`config.mk`:
```
export PLATFORM = sky130hd
export DESIGN_NAME = mixer_mac_sequencer
export DESIGN_NICKNAME = d
export VERILOG_FILES = /design/src/rtl/mixer_mac_sequencer.sv
export SDC_FILE = /design/constraint.sdc
export NUM_CORES = 1
export LEC_CHECK = 0
export CAP_MARGIN = 20
export CORE_ASPECT_RATIO = 1.25
export CORE_MARGIN = 3
export CORE_UTILIZATION = 27
export CTS_CLUSTER_DIAMETER = 60
export DETAILED_ROUTE_END_ITERATION = 8
export GPL_TIMING_DRIVEN = 1
export PLACE_DENSITY_LB_ADDON = 0.08
export RECOVER_POWER = 50
export SETUP_SLACK_MARGIN = 0.3
export SLEW_MARGIN = 5
export SYNTH_ARGS = -nofsm -noshare
export SYNTH_HDL_FRONTEND = slang
export SYNTH_SLANG_ARGS = --single-unit
```
`constraint.sdc`:
```
create_clock -name clk -period 9.03 [get_ports clk]
set_input_delay 1.806 -clock clk [delete_from_list [all_inputs] [get_ports clk]]
set_output_delay 1.806 -clock clk [all_outputs]
set_load 0.005 [all_outputs]
```
`src/rtl/mixer_mac_sequencer.sv`:
```
// Time-multiplexed N-input weighted audio mixer. One shared 16x16 MAC is stepped over the
// snapshotted channels after each audio tick, and the mix leaves as a saturated 16-bit sample.
module mixer_mac_sequencer #(
    parameter int  N_INPUTS       = 4,
    parameter int  DEFAULT_WEIGHT = ((65536 / N_INPUTS) > 65535) ? 65535 : (65536 / N_INPUTS),
    localparam int IW             = (N_INPUTS > 1) ? $clog2(N_INPUTS) : 1
) (
    input  logic                     clk,
    input  logic                     I_RSTn,
    input  logic                     audio_clk_en,
    input  logic [16*N_INPUTS-1:0]   inputs_flat,
    input  logic                     cfg_valid,
    output logic                     cfg_ready,
    input  logic [IW-1:0]            cfg_addr,
    input  logic [15:0]              cfg_data,
    output logic [15:0]              out,
    output logic                     out_valid,
    output logic                     busy,
    output logic                     overrun,
    input  logic                     overrun_clr
);

    localparam int AW = 33 + $clog2(N_INPUTS);
    localparam int SW = AW - 16;
    localparam logic [15:0]          DEF_W    = 16'(DEFAULT_WEIGHT);
    localparam logic [IW-1:0]        LAST_IDX = IW'(N_INPUTS - 1);
    localparam logic signed [SW-1:0] SAT_HI   = SW'(32767);
    localparam logic signed [SW-1:0] SAT_LO   = SW'(-32768);

    typedef enum logic [1:0] {S_IDLE, S_ACCUM, S_OUTPUT} state_t;

    state_t                 state_q, state_d;
    logic signed [AW-1:0]   acc_q, acc_d;
    logic [IW-1:0]          idx_q, idx_d;
    logic signed [15:0]     out_q, out_d;
    logic                   out_valid_q, out_valid_d;
    logic                   overrun_q, overrun_d;
    logic [15:0]            weight_q [N_INPUTS];
    logic signed [15:0]     snap_q   [N_INPUTS];
    logic                   snap_load;
    logic                   cfg_fire;
    logic signed [32:0]     prod;
    logic signed [SW-1:0]   acc_shr;
    logic signed [15:0]     sat_val;

    assign busy      = (state_q != S_IDLE);
    assign cfg_ready = !busy;
    assign cfg_fire  = cfg_valid && cfg_ready;
    assign out       = out_q;
    assign out_valid = out_valid_q;
    assign overrun   = overrun_q;

    // Signed sample times weight zero-extended to a positive signed operand.
    assign prod = {{17{snap_q[idx_q][15]}}, snap_q[idx_q]} * $signed({17'd0, weight_q[idx_q]});

    // Dropping the low 16 bits of a signed value is an arithmetic shift rounding toward -inf.
    assign acc_shr = acc_q[AW-1:16];

    always_comb begin
        if (acc_shr > SAT_HI) begin
            sat_val = 16'sh7FFF;
        end else if (acc_shr < SAT_LO) begin
            sat_val = -16'sh8000;
        end else begin
            sat_val = acc_shr[15:0];
        end
    end

    // NOTE: every output of a combinational block gets a default first, so no path can infer a latch.
    always_comb begin
        state_d     = state_q;
        acc_d       = acc_q;
        idx_d       = idx_q;
        out_d       = out_q;
        out_valid_d = 1'b0;
        snap_load   = 1'b0;
        case (state_q)
            S_IDLE: begin
                if (audio_clk_en) begin
                    snap_load = 1'b1;
                    acc_d     = '0;
                    idx_d     = '0;
                    state_d   = S_ACCUM;
                end
            end
            S_ACCUM: begin
                acc_d = acc_q + AW'(prod);
                idx_d = idx_q + 1'b1;
                if (idx_q == LAST_IDX) begin
                    state_d = S_OUTPUT;
                end
            end
            S_OUTPUT: begin
                out_d       = sat_val;
                out_valid_d = 1'b1;
                state_d     = S_IDLE;
            end
            default: state_d = S_IDLE;
        endcase
    end

    // A tick landing while busy is dropped but recorded; the set outranks a same-cycle clear.
    always_comb begin
        overrun_d = overrun_q;
        if (audio_clk_en && busy) begin
            overrun_d = 1'b1;
        end else if (overrun_clr) begin
            overrun_d = 1'b0;
        end
    end

    // NOTE: sequential state uses non-blocking assignments so every register samples pre-edge values.
    always_ff @(posedge clk or negedge I_RSTn) begin
        if (!I_RSTn) begin
            state_q     <= S_IDLE;
            acc_q       <= '0;
            idx_q       <= '0;
            out_q       <= '0;
            out_valid_q <= 1'b0;
            overrun_q   <= 1'b0;
        end else begin
            state_q     <= state_d;
            acc_q       <= acc_d;
            idx_q       <= idx_d;
            out_q       <= out_d;
            out_valid_q <= out_valid_d;
            overrun_q   <= overrun_d;
        end
    end

    // Out-of-range addresses match no entry, so the handshake completes without effect.
    always_ff @(posedge clk or negedge I_RSTn) begin
        if (!I_RSTn) begin
            for (int i = 0; i < N_INPUTS; i++) begin
                weight_q[i] <= DEF_W;
            end
        end else if (cfg_fire) begin
            for (int i = 0; i < N_INPUTS; i++) begin
                if (cfg_addr == IW'(i)) begin
                    weight_q[i] <= cfg_data;
                end
            end
        end
    end

    // NOTE: the snapshot is always written before it is read, so it is left without a reset.
    always_ff @(posedge clk) begin
        if (snap_load) begin
            for (int i = 0; i < N_INPUTS; i++) begin
                snap_q[i] <= inputs_flat[16*i +: 16];
            end
        end
    end

endmodule
```
Word-level counts from Yosys, hierarchy flattened

Memory sizes are Yosys's and may differ from the RTL's.
Index checks and enable logic that the tools add are counted.

Multiply operators: 1
Bitwise operators: 1
Equal/unequal tests: 8
$add $sub $neg: 2
Reduce and logical (&&, ||, !) cells: 14
Multiplexer cells: 19
$lt $le $gt $ge: 3

Operators with widths:

| operator                                                               | number |
|---|---|
| 35-bit one-hot mux with 2 select lines                                 | 1 |
| 16-bit two-way mux                                                     | 4 |
| 35-bit by 33-bit adder with 35-bit output                              | 1 |
| 35-bit two-way mux                                                     | 1 |
| 16-bit by 17-bit multiplier with 33-bit output                         | 1 |
| 16-bit binary-select mux with 2-bit select                             | 1 |
| 19-bit by 16-bit > comparator with 1-bit output, second input constant | 1 |
| 19-bit by 16-bit < comparator with 1-bit output, second input constant | 1 |
| 2-bit AND reduction                                                    | 6 |
| 2-bit equality test, second input constant                             | 4 |
| 2-bit one-hot mux with 2 select lines                                  | 2 |
| 1-bit two-way mux                                                      | 7 |
| 2-bit two-way mux                                                      | 3 |
| 2-bit nonzero test                                                     | 3 |
| 2-bit by 1-bit equality test with 1-bit output, second input constant  | 2 |
| 2-bit logical NOT                                                      | 2 |
| 2-bit inequality test, second input constant                           | 2 |
| 3-bit greater-or-equal comparator, second input constant               | 1 |
| 2-bit NOT with 3-bit output                                            | 1 |
| 2-bit by 1-bit adder with 2-bit output, second input constant          | 1 |
| 1-bit logical AND                                                      | 2 |
| 1-bit logical NOT                                                      | 1 |

Input port bits: 87
Word-level logic and storage cells: 59
Flip-flop bits (word level): 121
Memories: 1
Output and inout port bits: 20
Memory bits (writable): 64

Memory list:

| memory | depth | width | rd ports | clocked after memory_dff | write ports | RTL line | text |
|---|---|---|---|---|---|---|---|
| snap_q | 4     | 16    | 1        | 0                        | 4           | 39       | `logic signed [15:0] snap_q [N_INPUTS];` |

Depth between registers and ports, before layout

Word-level depth: 7
Depth in mapped cells: 29
Gate-level depth less buffers: 25

Least setup slack after synthesis

OpenSTA, ideal clock, no wires.

Path kind: register to register
Start: register idx_q[0]
End: register acc_q[29]
Stages on the path, launching flop included: 28
Setup slack: 2.322 ns
Period minus slack after synthesis: 6.708 ns
Data arrival time: 6.579 ns
Path buffers: 5
Required time: 8.901 ns
Setup time: 0.129 ns
Path through: dfrtp_1 -> buf_2 -> buf_1 -> clkbuf_1 -> nand2_1 -> o21ai_1 -> clkbuf_1 -> nor2_1 -> fa_1 -> inv_1 -> fa_1 -> fa_1 -> inv_1 -> fa_1 -> fa_1 -> inv_1 -> fa_1 -> inv_1 -> ha_1 -> clkbuf_2 -> a21o_1 -> a2bb2oi_1 -> o21ai_4 -> a41oi_4 -> o21ai_2 -> a211oi_2 -> xor2_1 -> o21ai_1

Cells in the longest elaborated chain, start to end: 7
Elaborated cells on any way between the ends: 8
Classes of those cells: 1 x add/sub; 1 x mul; 4 x mux; 1 x bitwise; 1 x memory

RTL lines:

| what                                                   | RTL line | text |
|---|---|---|
| from (decl)                                            | 34       | `logic [IW-1:0] idx_q, idx_d;` |
| from (signal assigned)                                 | 124      | `idx_q <= idx_d;` |
| 2-bit NOT with 3-bit output (not written as such)      | 54       | `assign prod = {{17{snap_q[idx_q][15]}}, snap_q[idx_q]} * $signed({17'd0, weight_q[idx_q]});` |
| 16-bit binary-select mux with 2-bit select             | 54       |  |
| 16-bit two-way mux (not written as such) (2 in series) | 54       |  |
| 16-bit by 17-bit multiplier with 33-bit output *       | 54       |  |
| 35-bit by 33-bit adder with 35-bit output *            | 87       | `acc_d = acc_q + AW'(prod);` |
| 35-bit one-hot mux with 2 select lines *               | 77       | `case (state_q)` |
| to (signal assigned)                                   | 116      | `acc_q <= '0;` |
| to (signal assigned)                                   | 123      | `acc_q <= acc_d;` |
| to (decl)                                              | 33       | `logic signed [AW-1:0] acc_q, acc_d;` |

Mark *: on every way between the ends. The rest lies on a longest branch, timed or not. The select of a mux whose other input is x is not followed.
A chain may end at the register's enable or synchronous reset.

Worst setup path in the final report

Start: register idx_q[0]
End: register acc_q[34]

The elaborated chain is that of the path after synthesis.

==> impl_results.md <==
* Status: finished with violations
* Failing checks: max-capacitance violations, max-slew violations
* Core area at 0.0625 sq mm
* YS warnings at 0
* 1st-iter DRT viols at 506
* Yosys cell types at 60
* Final global-route overflow total at 0
* Place WS at 1410 ps
* Initial core utilization at 0.276
* Main synth FF type: dfrtp_1
* I/O Buffers at 106
* WL/cell at 20.7 microns
* Async SR Flop Fraction at 0.654
* Die X at 232 microns
* Worst r2r src: idx_q[0]
* CTS resizes at 0
* Largest net degree at the start of global routing at 65
* Reg clk slew, reported paths at 80 ps
* Min cycle time layout at 7610 ps
* Area growth syn-to-layout at 15.5%
* Antenna-violating nets left at 0
* Critical path launch point: idx_q[0]
* Reg2Reg Depth at 21
* CTS tree: built
* Req. time, crit path at 9390 ps
* Share of cells above drive strength 1 at 0.105
* Non-Filler Instances at 2621
* CP max FO at 30
* WHS Endpoint: out[7]
* Crit. End Element: register
* Sequential area share after synthesis at 0.288
* Max Freq at 131 MHz
* Full die area at 0.0669 sq mm
* Antenna violations before repair at 1
* PnR worst setup slack at 1420 ps
* Synth Register Bits at 185
* Worst Max-Slew Pin Slew at 3880 ps
* Final Setup Violations at 0
* DRC violations left at 0
* Max cap viols at 3
* Placer Congestion at 0.847
* Hold Startpoint: out[7]
* Class of the worst hold path: register to register
* Vias per cell at 4.51
* Max-slew violations at 163
* Skew final at 19.6 ps
* Fin area at 0.0199 sq mm
* Hold path depth at 2
* Clock Path Buffers at 2
* CTS Root Cell: clkbuf_16
* Vias at 11800
* CTS Sinks at 185
* Post-synthesis average cell area at 10.2 sq um
* Hold Buf Count CTS at 0
* GRT Util Overall at 0.168
* DP Area at 0.0193 sq mm
* Synth Instances at 1683
* Register-to-register setup slack at 1420 ps
* Final period util at 0.842
* RR Endpoint: acc_q[34]
* First-pass GRT wire length at 82700 microns
* I/O pin cnt at 107
* Max transition margin at -1.59
* Height of the die at 288 microns
* TNS Setup at 0 ps
* H-tree Lvls at 4
* Crit Path Class: register to register
* Initial DRT Pass Iterations at 5
* Cts bufs inserted at 17
* Mapped Nets at 2121
* Nets@finish at 2213
* Clk Latency, worst-skew pair at 490 ps
* Critical Path AT at 7970 ps
* Final hold vios at 0
* Worst Setup Start Kind: register
* Post-CTS Setup Bufs at 0
* Vias in the first global route at 13200
* Unrepaired setup endpoints after global routing: no
* DP HPWL at 43300 microns
* Number of synthesized flops with an enable pin at 64
* Standard-cell rows at 102
* Cells after DPL at 2587
* Final WL at 54300 microns
* Synth Cell Area at 0.0172 sq mm
==> flip-flops by register name, indices dropped and copies added (netlist names) <==
| name | count |
|---|---|
| acc_q | 35 |
| idx_q | 2 |
| out | 16 |
| out_valid | 1 |
| overrun | 1 |
| snap_q | 64 |
| state_q | 2 |
| weight_q | 64 |
==> cell families after synthesis <==
group | after synthesis | share of synthesized area
buffers and inverters | 403 | 0.0888
adders and majority gates | 351 | 0.354
DFF | 185 | 0.288
AOI/OAI and AO/OA | 187 | 0.0714
and+or+nand+nor | 413 | 0.102
xor gates and xnor gates | 27 | 0.0137
muxes | 117 | 0.0829
==> critical path, cell delays in order, from the launching register on <==
cell and delay (ps):
dfrtp_2 840, buf_4 350, mux4_2 750, nand2_1 200, fa_1 430, fa_1 510
fa_1 510, inv_1 60, fa_1 550, fa_1 520, inv_1 50, fa_1 490
inv_1 60, ha_1 420, o21ai_0 150, a211oi_1 300, nor2_1 120, a211oi_2 320
o21ai_2 170, o31ai_1 340, a2111oi_0 150, nand3b_1 170
==> cell usage after synthesis, types with 20 or more instances <==
cell | n | area (sq um)
o21ai_0 | 59 | 295
a21oi_1 | 36 | 180
nor2_1 | 118 | 443
fa_1 | 227 | 4540
mux2_2 | 85 | 957
mux2i_1 | 20 | 200
and2_1 | 32 | 200
edfxtp_1 | 64 | 1920
nand2_1 | 214 | 803
clkbuf_1 | 50 | 188
inv_1 | 334 | 1250
ha_1 | 124 | 1550
dfrtp_1 | 117 | 2930
==> stage by stage <==
step,utilization,hold slack (ps)
3_5_place_dp,0.309,455
3_3_place_gp,0.309,448
2_1_floorplan,-,456
5_1_grt,0.318,501
6_report,0.318,472
4_1_cts,0.319,475
==> layout make-up <==
class | instances | area (sq um)
flip-flops and latches | 185 | 4960
clock inverters | 15 | 149
diodes | 1 | 2.50
repair buffers | 142 | 1320
inverters | 334 | 1250
well taps | 832 | 1040
multi-input cells | 1095 | 10800
clock buffers | 17 | 425
fillers | 6528 | 42600
==> layout by cell type, fill, tap and decap left out, drive strengths merged, types with 10 or more instances in the layout <==
cell	synthesis	routed
nand2	214	214
mux4	12	12
a22o	10	10
a21o	13	13
inv	334	343
xnor2	14	14
nor2	119	119
mux2i	20	20
clkbuf	52	23
o21a	15	15
ha	124	124
fa	227	227
edfxtp	64	64
o21ai	77	77
clkdlybuf4s50	0	39
dfrtp	117	117
dlygate4sd3	0	66
nand4	12	12
and2	32	32
mux2	85	85
buf	17	31
xor2	13	13
a21oi	36	36
==> routing by layer <==
metal | vias to the layer above | share of wire | track usage
met1 | 6059 | 0.44 | 0.214
met4 | 2 | 0.023 | 0.0521
met3 | 61 | 0.023 | 0.0180
met5 | - | 0.00024 | 0
met2 | 205 | 0.51 | 0.299
li1 | 5488 | - | -
==> how the worst max path moves through the flow <==
stage,end,cells after the start
CTS,acc_q[34],21
detailed placement,acc_q[34],21
global placement,acc_q[34],23
global route,acc_q[29],21
finish,acc_q[34],21
floorplan,acc_q[29],27
Power is left out: the tool's default activity adds up to more than one toggle a clock period on the data nets, which glitch-free logic cannot reach.
==> edit 1, RTL diff (config.mk and constraints unchanged) <==
Add an input register stage for `cfg_valid`, `cfg_addr` and `cfg_data`, with the module's reset; this delays them by one clock. The other inputs are not delayed to match.
--- a/src/rtl/mixer_mac_sequencer.sv
+++ b/src/rtl/mixer_mac_sequencer.sv
@@ -29,6 +29,22 @@
 
     typedef enum logic [1:0] {S_IDLE, S_ACCUM, S_OUTPUT} state_t;
 
+    logic cfg_valid_q;
+    logic [IW-1:0] cfg_addr_q;
+    logic [15:0] cfg_data_q;
+
+    always_ff @(posedge clk or negedge I_RSTn) begin
+        if (!I_RSTn) begin
+            cfg_valid_q <= '0;
+            cfg_addr_q  <= '0;
+            cfg_data_q  <= '0;
+        end else begin
+            cfg_valid_q <= cfg_valid;
+            cfg_addr_q  <= cfg_addr;
+            cfg_data_q  <= cfg_data;
+        end
+    end
+
     state_t                 state_q, state_d;
     logic signed [AW-1:0]   acc_q, acc_d;
     logic [IW-1:0]          idx_q, idx_d;
@@ -45,7 +61,7 @@
 
     assign busy      = (state_q != S_IDLE);
     assign cfg_ready = !busy;
-    assign cfg_fire  = cfg_valid && cfg_ready;
+    assign cfg_fire  = cfg_valid_q && cfg_ready;
     assign out       = out_q;
     assign out_valid = out_valid_q;
     assign overrun   = overrun_q;
@@ -136,8 +152,8 @@
             end
         end else if (cfg_fire) begin
             for (int i = 0; i < N_INPUTS; i++) begin
-                if (cfg_addr == IW'(i)) begin
-                    weight_q[i] <= cfg_data;
+                if (cfg_addr_q == IW'(i)) begin
+                    weight_q[i] <= cfg_data_q;
                 end
             end
         end
Formal check against the unedited RTL: not equivalent (a bounded check fails within 10 cycles, from zero or initial values and one cycle with I_RSTn low).
==> edit 1 against the original RTL <==
The run still ends with capacitance limit, slew limit left; utilization grew 0.26 points; setup slack got worse by 0.64 ns; sequential cell count increased by 19; hold slack worse by 0.0098 ns; clock skew increased by 0.038 ns; synthesized area increased by 3.2%; routed wire length up 6.8%; final area rose by 4.5%; global-route usage is 0.12 points higher; critical path type unchanged.
Power is not shown: default switching activity piles up to over one toggle a cycle in this logic, so the estimate is an artifact.
==> edit 1: results <==
{
  "status": "finished, violations left",
  "violations": "capacitance limit, slew limit",
  "whs_endpoint": "out[4]$_DFFE_PN0P_",
  "hp-start": "out[4]$_DFFE_PN0P_",
  "grtUsageMet1_pct": 21.0,
  "antenna_left": 0,
  "pre_cts_slack_ns": 0.906,
  "dp.cells": 2638,
  "arrival_ns": 8.71,
  "insertion_delay_ns": 0.60,
  "met2WireLength_mm": 30.1,
  "dpl.hpwl_mm": 46.0,
  "fillers": 6755,
  "finClkSkew_ns": 0.0577,
  "grt_max_degree": 82,
  "crit_slowest_cell": "dfrtp_1",
  "gp_congestion": 0.857,
  "slowest_delay_ns": 1.15,
  "cp_max_fo": 31,
  "worst_pin_slew_ns": 4.94,
  "cp-startpoint": "idx_q[1]$_DFFE_PN0P_",
  "timing.rr.end": "acc_q[26]$_DFFE_PN0P_",
  "drt_first_iter_violations": 692,
  "wl_per_cell_um": 21.5,
  "ys_top_cells_by_area": "fa_1, dfrtp_1, edfxtp_1, ha_1, inv_1",
  "setup.worst_path.class": "register to register",
  "grt_pass1_wl_mm": 88.7,
  "cts_made_buffers": 28,
  "cap_violations": 1,
  "synth.distinct_cells": 63,
  "htree_num_levels": 1,
  "postPlaceCellArea_um2": 19900,
  "nNetsFinal": 2258,
  "netlist_top_cells_count": "inv_1, fa_1, nand2_1",
  "slew_violations": 82,
  "synth_nets": 2155,
  "wl_met1_mm": 24.3,
  "use_met2_pct": 31.1,
  "clk_path_buf_depth": 3,
  "grt_pass1_vias": 13900,
  "r2r_slack_ns": 0.79,
  "first_pass_iters": 7,
  "grt_util_all_layers_pct": 16.9,
  "clk_root_buffer_cell": "clkbuf_16",
  "drt-total-wl_mm": 58.0,
  "path_clk_slew_ns": 0.06,
  "ff2ff_path_depth": 22,
  "async_flop_share_pct": 68.6,
  "wl_met3_mm": 2.00,
  "highest_layer": "met4",
  "fin_crit_sh_pct": 91.3,
  "fin_hold_ws_ns": 0.462,
  "yosysWarnings": 0,
  "ys_seq_area_share_pct": 30.5
}
-- edit 1: cell count changes after synthesis, moves of 5 or more --
cell / before / now
nor2_1: 118 / 124
a211oi_1: 2 / 9
dfrtp_1: 117 / 136
a21oi_1: 36 / 27
nand4_1: 12 / 7
nor3_1: 2 / 11
nand2_1: 214 / 223
inv_1: 334 / 327
-- edit 1: layout make-up --
class	count	area, um^2	area share (%)
clock buffer	36	731	3.51
multi-input combinational	1120	10900	52.3
sequential	204	5430	26.1
antenna	2	5.00	0.0241
tap	848	1060	5.10
inverter	328	1230	5.92
clock inverter	16	191	0.921
timing repair buffer	138	1270	6.12
-- edit 1: cell families after synthesis --
| kind of cell | Yosys count | share of synthesized area (%) |
|---|---|---|
| flip-flops | 204 | 30.5 |
| AO/OA/AOI/OAI | 189 | 6.96 |
| XOR/XNOR | 28 | 1.38 |
| buffers and inverters | 393 | 8.36 |
| AND/OR/NAND/NOR | 432 | 10.3 |
| multiplexers | 120 | 8.20 |
| adder cells (fa/ha/maj) | 351 | 34.3 |
==> edit 2, RTL diff (same flow settings) <==
Made on the original files. Set the parameter `N_INPUTS` to 8 (it was 4).
--- a/src/rtl/mixer_mac_sequencer.sv
+++ b/src/rtl/mixer_mac_sequencer.sv
@@ -1,7 +1,7 @@
 // Time-multiplexed N-input weighted audio mixer. One shared 16x16 MAC is stepped over the
 // snapshotted channels after each audio tick, and the mix leaves as a saturated 16-bit sample.
 module mixer_mac_sequencer #(
-    parameter int  N_INPUTS       = 4,
+    parameter int  N_INPUTS       = 8,
     parameter int  DEFAULT_WEIGHT = ((65536 / N_INPUTS) > 65535) ? 65535 : (65536 / N_INPUTS),
     localparam int IW             = (N_INPUTS > 1) ? $clog2(N_INPUTS) : 1
 ) (
Ports: changed (resized cfg_addr and inputs_flat); port bits go from 107 to 172. The function was not compared with the original's and may differ.
==> edit 2 against the original RTL <==
First-iteration DRC count increased by 32%; synthesized area increased by 32%; critical endpoint is now acc_q[32]$_DFFE_PN0P_; the flow still finishes with violations (capacitance limit, slew limit); setup slack got worse by 0.15 ns; non-clock buffer count increased by 70; highest routed layer unchanged; utilization increased by 0.94 points; routed wire length increased by 23%; final area increased by 37%; critical path type unchanged; maximum frequency decreased by 2.0%; clock skew increased by 0.0049 ns; sequential cell count increased by 130.
Power is left out: the tool's default activity adds up to more than one toggle a clock period on the data nets, which glitch-free logic cannot reach.
==> edit 2: results <==
{
  "cap_violations": 1,
  "clk_path_buf_depth": 3,
  "violations": "capacitance limit, slew limit",
  "crit_slowest_cell": "dfrtp_4",
  "grt_max_degree": 90,
  "ys_top_cells_by_area": "fa_1, dfrtp_1, edfxtp_1, mux2_2, ha_1",
  "async_flop_share_pct": 59.4,
  "cts_made_buffers": 41,
  "yosysWarnings": 0,
  "cp_max_fo": 30,
  "hold_viol": 0,
  "slew_violations": 90,
  "clk_root_buffer_cell": "clkbuf_16",
  "finClkSkew_ns": 0.0245,
  "ys_seq_area_share_pct": 37.4,
  "dpl.hpwl_mm": 52.0,
  "grt_overflow": 0,
  "antenna_found_initial": 22,
  "gp_congestion": 0.844,
  "nNetsFinal": 2625,
  "path_clk_slew_ns": 0.06,
  "synth.distinct_cells": 69,
  "synth_adder_area_share_pct": 26.9,
  "finalSetupTns_ns": 0,
  "drive_above_1_share_pct": 16.6,
  "grt_pass1_wl_mm": 103,
  "fmax_mhz": 129,
  "drt_first_iter_violations": 669,
  "post_cts_resized": 0,
  "synthMuxAreaShare_pct": 15.3,
  "critPathTopFamily": "adder cells",
  "grt_util_all_layers_pct": 15.6,
  "reg_top3": "snap_q: 128 flops, weight_q: 128 flops, acc_q: 36 flops",
  "status": "finished, violations left",
  "synth_nets": 2441,
  "grt_pass1_vias": 16400,
  "postCtsSetupBuffers": 0,
  "hold_path.class": "register to register",
  "htree_num_levels": 2,
  "insertion_delay_ns": 0.58,
  "io_buffers": 171,
  "netlist_top_cells_count": "inv_1, fa_1, nand2_1",
  "synth_edf_count": 128,
  "first_pass_iters": 4,
  "synth_compound_area_share_pct": 4.68,
  "synth-xor-area-share_pct": 1.11,
  "worst_pin_slew_ns": 5.24,
  "fillers": 8447,
  "slowest_delay_ns": 0.88,
  "via_per_inst": 4.56,
  "drt-total-wl_mm": 66.9,
  "ys.flop_type": "dfrtp_1"
}
edit 2: cell types whose count changed in the layout (fill, tap and decap cells not counted), sizes merged, moves of 20 or more:
cell,change
mux2,+67
edfxtp,+64
dlygate4sd3,+63
dfrtp,+62
mux4,+52
nor2,+36
clkbuf,+34
o21ai,-24
and2,-20
edit 2: tightest hold or removal path: cells and delay by family (launching register included):
kind	cells	cell delay (ns)
flip-flops	1	0.34
AND/OR/NAND/NOR	2	0.09
edit 2: path summary, 6_finish.rpt:
check | start | end | slack, ns | cells past startpoint
min in group asynchronous | I_RSTn | weight_q[41]$_DFFE_PN0P_ | 3.17 | 1
setup reg to reg | idx_q[0]$_DFFE_PN0P_ | acc_q[32]$_DFFE_PN0P_ | 1.27 | 22
max in group asynchronous | I_RSTn | idx_q[0]$_DFFE_PN0P_ | 2.19 | 1
hold reg to reg | out[13]$_DFFE_PN0P_ | out[13]$_DFFE_PN0P_ | 0.46 | 2
hold / removal | out[13]$_DFFE_PN0P_ | out[13]$_DFFE_PN0P_ | 0.46 | 2
setup / recovery | idx_q[0]$_DFFE_PN0P_ | acc_q[32]$_DFFE_PN0P_ | 1.27 | 22
edit 2: logic make-up after synthesis:
family,count (synthesis)
and+or+nand+nor,426
buffers and inverters,403
AOI/OAI and AO/OA,160
muxes,246
xor gates and xnor gates,29
DFF,315
adders and majority gates,355
edit 2: per-layer routing:
metal | GRT usage [%] | vias up | part of all wire, %
li1 | - | 6771 | -
met1 | 19.7 | 7498 | 43
met2 | 27.3 | 334 | 50
met3 | 2.70 | 135 | 3.8
met4 | 5.18 | 4 | 3.3
met5 | 0 | - | 0.031
edit 2: cell type report:
cell class / count / share of cell area (%)
antenna: 5 / 0.0458
clock buffer: 54 / 4.09
clock inverter: 21 / 0.912
inverter: 332 / 4.57
multi-input combinational: 1216 / 46.7
sequential: 315 / 31.3
tap: 1080 / 4.95
timing repair buffer: 212 / 7.48
edit 2: metrics by stage:
step	setup slack [ns]	hold slack, ns	std cells	area, um^2	util [%]
after floorplan	2.39	0.450	1934	22800	-
after global routing	0.775	0.491	3233	27300	32.8
final	1.27	0.461	3235	27300	32.8
after detailed placement	1.12	0.457	3154	25900	31.1
after global placement	1.14	0.451	3153	25900	31.1
after CTS	1.09	0.469	3229	27300	32.8
